## src/rtl/adc_sample_ctrl.sv

```systemverilog
// ADC request/ready sequencer: periodic conversion requests, byte capture with
// request timestamp, and missed/late conversion accounting for the trigger cache.
//
// state     | meaning
// IDLE      | stopped; timer holds, waiting for start
// WAIT_TICK | running; waiting for the period tick to raise req
// WAIT_RDY  | req high; waiting for rdy or the wait timeout
module adc_sample_ctrl #(
  parameter int unsigned DIV     = 16,
  parameter int unsigned TIMEOUT = 8
) (
  input  logic        clk,
  input  logic        reset,
  input  logic        start,
  input  logic        stop,
  input  logic        rdy,
  input  logic [7:0]  adc_dat,
  output logic        req,
  output logic [7:0]  sample,
  output logic        sample_vld,
  output logic [31:0] sample_tm,
  output logic        running,
  output logic        timeout_err,
  output logic [7:0]  miss_cnt
);

  typedef enum logic [1:0] {
    IDLE      = 2'd0,
    WAIT_TICK = 2'd1,
    WAIT_RDY  = 2'd2
  } state_t;

  localparam logic [15:0] DIV_LAST = 16'(DIV - 1);
  localparam logic [7:0]  TMO_LAST = 8'(TIMEOUT - 1);

  state_t      state, state_nxt;
  logic [31:0] timer, timer_nxt;
  logic [31:0] pend_tm, pend_tm_nxt;
  logic [31:0] sample_tm_nxt;
  logic [15:0] per_cnt, per_cnt_nxt;
  logic [7:0]  wait_cnt, wait_cnt_nxt;
  logic [7:0]  sample_nxt;
  logic [7:0]  miss_cnt_nxt;
  logic        req_nxt;
  logic        sample_vld_nxt;
  logic        timeout_err_nxt;
  logic        tick;
  logic [1:0]  miss_inc;

  assign running = (state != IDLE);
  assign tick    = running && (per_cnt == DIV_LAST);

  // A timeout and an overrun on the same edge add two misses at once.
  function automatic logic [7:0] sat_add(input logic [7:0] a, input logic [1:0] b);
    logic [8:0] s;
    s = {1'b0, a} + {7'b0, b};
    return s[8] ? 8'hFF : s[7:0];
  endfunction

  always_comb begin
    state_nxt       = state;
    timer_nxt       = timer;
    pend_tm_nxt     = pend_tm;
    sample_tm_nxt   = sample_tm;
    per_cnt_nxt     = per_cnt;
    wait_cnt_nxt    = wait_cnt;
    sample_nxt      = sample;
    miss_cnt_nxt    = miss_cnt;
    req_nxt         = req;
    sample_vld_nxt  = 1'b0;
    timeout_err_nxt = timeout_err;
    miss_inc        = 2'd0;

    if (running) begin
      timer_nxt   = timer + 32'd1;
      per_cnt_nxt = tick ? 16'd0 : per_cnt + 16'd1;
    end

    case (state)
      IDLE: begin
        if (start && !stop) begin
          timer_nxt       = 32'd0;
          per_cnt_nxt     = 16'd0;
          miss_cnt_nxt    = 8'd0;
          timeout_err_nxt = 1'b0;
          state_nxt       = WAIT_TICK;
        end
      end

      WAIT_TICK: begin
        if (stop) begin
          req_nxt   = 1'b0;
          state_nxt = IDLE;
        end else if (tick) begin
          req_nxt      = 1'b1;
          pend_tm_nxt  = timer;
          wait_cnt_nxt = 8'd0;
          state_nxt    = WAIT_RDY;
        end
      end

      WAIT_RDY: begin
        if (stop) begin
          req_nxt   = 1'b0;
          state_nxt = IDLE;
        end else begin
          miss_inc = {1'b0, tick};
          if (rdy) begin
            sample_nxt     = adc_dat;
            sample_tm_nxt  = pend_tm;
            sample_vld_nxt = 1'b1;
            req_nxt        = 1'b0;
            state_nxt      = WAIT_TICK;
          end else if (wait_cnt == TMO_LAST) begin
            req_nxt         = 1'b0;
            timeout_err_nxt = 1'b1;
            miss_inc        = miss_inc + 2'd1;
            state_nxt       = WAIT_TICK;
          end else begin
            wait_cnt_nxt = wait_cnt + 8'd1;
          end
          miss_cnt_nxt = sat_add(miss_cnt, miss_inc);
        end
      end

      default: begin
        req_nxt   = 1'b0;
        state_nxt = IDLE;
      end
    endcase
  end

  always_ff @(posedge clk) begin
    if (reset) begin
      state       <= IDLE;
      timer       <= 32'd0;
      pend_tm     <= 32'd0;
      sample_tm   <= 32'd0;
      per_cnt     <= 16'd0;
      wait_cnt    <= 8'd0;
      sample      <= 8'd0;
      miss_cnt    <= 8'd0;
      req         <= 1'b0;
      sample_vld  <= 1'b0;
      timeout_err <= 1'b0;
    end else begin
      state       <= state_nxt;
      timer       <= timer_nxt;
      pend_tm     <= pend_tm_nxt;
      sample_tm   <= sample_tm_nxt;
      per_cnt     <= per_cnt_nxt;
      wait_cnt    <= wait_cnt_nxt;
      sample      <= sample_nxt;
      miss_cnt    <= miss_cnt_nxt;
      req         <= req_nxt;
      sample_vld  <= sample_vld_nxt;
      timeout_err <= timeout_err_nxt;
    end
  end

endmodule

```

## config.mk

```make
export PLATFORM = sky130hd
export DESIGN_NAME = adc_sample_ctrl
export DESIGN_NICKNAME = d
export VERILOG_FILES = /design/src/rtl/adc_sample_ctrl.sv
export SDC_FILE = /design/constraint.sdc
export NUM_CORES = 1
export LEC_CHECK = 0
export CORE_MARGIN = 4
export CORE_UTILIZATION = 50
export DETAILED_ROUTE_END_ITERATION = 10
export PLACE_DENSITY = 0.72
export SYNTH_ARGS = -nofsm -noshare
export SYNTH_HDL_FRONTEND = slang
export SYNTH_SLANG_ARGS = --single-unit
```

## constraint.sdc

```tcl
create_clock -name clk -period 3.8 [get_ports clk]
set_clock_uncertainty 0.1 [all_clocks]
set_input_delay 0.76 -clock clk [delete_from_list [all_inputs] [get_ports clk]]
set_output_delay 0.76 -clock clk [all_outputs]
set_load 0.03 [all_outputs]
```

==> results.md <==
- Status: finished clean
- Placer Congestion: 0.874
- Clock Tree Root: clkbuf_16
- Global-route wire length before repair: ~24000 um
- Final hold violations: 0
- EDFF count, synth: 0
- Final setup margin: approximately 0.62 ns
- Initial Utilization: between 50% and 60%
- Worst setup EP type: register
- Die width: between 100 and 150 um
- Leading register cell type out of synthesis: dfxtp_1
- Mapped Cells: between 700 and 800
- Warnings, synthesis: 0
- Adder-cell share of the synthesized area: about 1.6%
- Gr usage total: just over 20%
- CP arrival: ~3.4 ns
- H-tree depth: 4
- CTS sink count: about 140
- Core area: between 10000 and 15000 um2
- Register area share after synthesis: 46.6%
- XOR/XNOR share of the synthesized area: approximately 3.6%
- Most common cell after layout, fill and taps aside: dfxtp_1
- Initial antenna violation count: 0
- Ys async rst share: 0%
- Largest family of logic cells by synthesized area: simple AND/OR/NAND/NOR gates
- Mapped cell area: between 6000 and 7000 um2
- Overall power: around 3.4 mW
- Crit Path Category: reg2reg
- Ant. Diodes: 0
- Final setup vio count: 0
- PortBufs: between 60 and 70
- Antenna Nets Post-Route: 0
- Pwr Density: around 460 nW/um2
- Mux contribution to synthesized area: about 2.2%
- Worst skew pair latency: approximately 0.42 ns
- Max IR drop VDD: between 0.3 and 0.4 mV
- Area contributors post-synth: dfxtp_1 47%, a21oi_1 8.3%, nand2_1 6.7%
- Rows: 39
- Slowest stage cell, crit path: fa_1
- Die Area: between 10000 and 15000 um2
- Share of cells above drive strength 1: between 8 and 9%
- CTS tree: done
- # Post-CTS Setup Buffers: 0
- Max-Slew Margin vs Limit: a little under half
- CP Launch Type: register
- Static leakage: roughly 2.4 nW
- CTS Hold Bufs: 0
- Die H: approximately 120 um
- Yosys cell types: 58
- CTS buffer count: 17
- Peak Freq: 315 MHz
- Synthesized flop and latch total: between 100 and 150
- Drt first pass iters: 5
- Worst-Margin Slew: 0.796 ns
- Max-cap violations: 0
- Dpl hpwl: roughly 9300 um
- Reg area: roughly 2800 um2
- Crit share post-route: a little over four fifths
- Clock Path Buffers: 2
- Final wirelength: 14400 um
- Largest net degree at the start of global routing: between 70 and 80
- CTS resizes: 0
- Post-synthesis simple-gate area fraction: 25.1%
- Worst-path cell chain: ha_1 -> nor4bb_1 -> nand4_1 -> nor2_1 -> ha_1 -> mux2_2 -> ha_1 -> inv_1 -> fa_1 -> and3b_1 -> nand4_1 -> o211ai_1 -> o31ai_1
- Post-synth top area cell: dfxtp_1
- Vias in the first global route: about 5100
- Syn nets: 749
- WL per Instance: approximately 16 um
- Min-delay worst type: reg2reg
- Final setup TNS: 0 ns
- Vias per inst: 5.80
- Top-area cell type share of the netlist area: roughly 47%
- DRC violations left: 0
- Fillers: between 1000 and 1500
- Synth Area in Compound Gates: approximately 17%
- Grt ovf: 0
- Crit path time final: 3.18 ns
- Area occupied by multi-input gates: a little under 3000 um2
- Crit Path Max Fanout: 4
- Kind of cell adding the most delay to the critical path: simple AND/OR/NAND/NOR gates
- Number of buffers and inverters on the critical path: 1
- Most frequent cells in the layout: 141 x dfxtp_1, 108 x nand2_1, 101 x a21oi_1
- Slowest cell delay on critical path: about 0.41 ns
- Final nets: a little under 800
- Clock transition at the registers of the reported paths: about 0.060 ns
- RSZ-0062 raised after global routing: false
- CP Data Required Time: just under 4 ns
- Vias after detailed routing: 5378
- Syn avg cell area: around 8.3 um2
- Final Max Tran Viols: 0
- Dpl ws: a little under 0.6 ns
- Syn-to-layout area delta: 22.0%
- Number of I/O pins: 65
- DRT iter0 DRCs: ~330
- Most used cell along the critical path: ha_1
[power by group]
group          total [mW]  internal, mW  switching, mW
Sequential           1.49          1.48        0.00866
Combinational      0.0990        0.0298         0.0692
Clock                1.77          1.16          0.612
Total                3.36          2.67          0.690
[area by class of cell]
| type | count | share of cell area [%] |
|---|---|---|
| clock buffers | 21 | 6.50 |
| well taps | 143 | 2.42 |
| flip-flops and latches | 141 | 38.2 |
| inverters | 14 | 0.711 |
| repair buffers | 74 | 9.65 |
| clock inverters | 11 | 2.20 |
| multi-input cells | 524 | 40.3 |
[tightest hold or removal path: stages, from the launching register on]
cell     delay (ns)
dfxtp_1        0.30
nand2_1        0.05
a21oi_1        0.05
[per-layer routing]
layer / track usage (%) / vias up / wire [um]
met2: 34.4 / 121 / 6920
met5: 0 / - / 0
met4: 7.99 / 0 / 248
met1: 25.5 / 2551 / 6580
met3: 5.62 / 20 / 650
li1: - / 2686 / -
[final timing paths]
kind / startpoint / endpoint / slack [ns] / cells after the start
setup reg to reg: per_cnt[0] / miss_cnt[6] / 0.62 / 13
hold / removal: pend_tm[10] / sample_tm[10] / 0.35 / 2
hold reg to reg: pend_tm[10] / sample_tm[10] / 0.35 / 2
setup / recovery: per_cnt[0] / miss_cnt[6] / 0.62 / 13
[kinds of logic after synthesis]
family          after synthesis
flops                       141
fa+ha+maj                     7
buf+inv                      64
compound gates              177
xor+xnor                     25
simple gates                303
mux                          12
[Yosys cell counts (4+ instances only)]
master	instances
nand4_1	12
or2_2	4
mux2_2	10
dfxtp_1	141
nor4_1	12
nand2_1	108
a31oi_1	4
o211ai_1	10
and3_1	10
nor2_1	40
xnor2_1	13
ha_1	6
or4_1	4
inv_1	13
buf_2	6
xor2_1	12
and4_1	6
nor3_1	20
o31ai_1	7
nand3_1	51
a21oi_1	101
clkbuf_1	41
o21ai_0	39
or3_1	13
[per-stage QoR]
step | utilization [%] | std cells | area, um2 | hold WS [ns]
after CTS | 63.7 | 928 | 7390 | 0.352
final | 63.7 | 928 | 7390 | 0.349
after detailed placement | 58.1 | 896 | 6750 | 0.341
after global placement | 58.1 | 896 | 6750 | 0.341
after floorplan | - | 729 | 6060 | 0.328
after global routing | 63.7 | 928 | 7390 | 0.366
[flip-flops by register name, summed over array words and instances, names as in the netlist, 2 cells and up]
signal     flops
wait_cnt       8
sample         8
miss_cnt       8
sample_tm     32
pend_tm       32
state          2
per_cnt       16
timer         32
No activity file was read; power rests on OpenSTA's default activity.
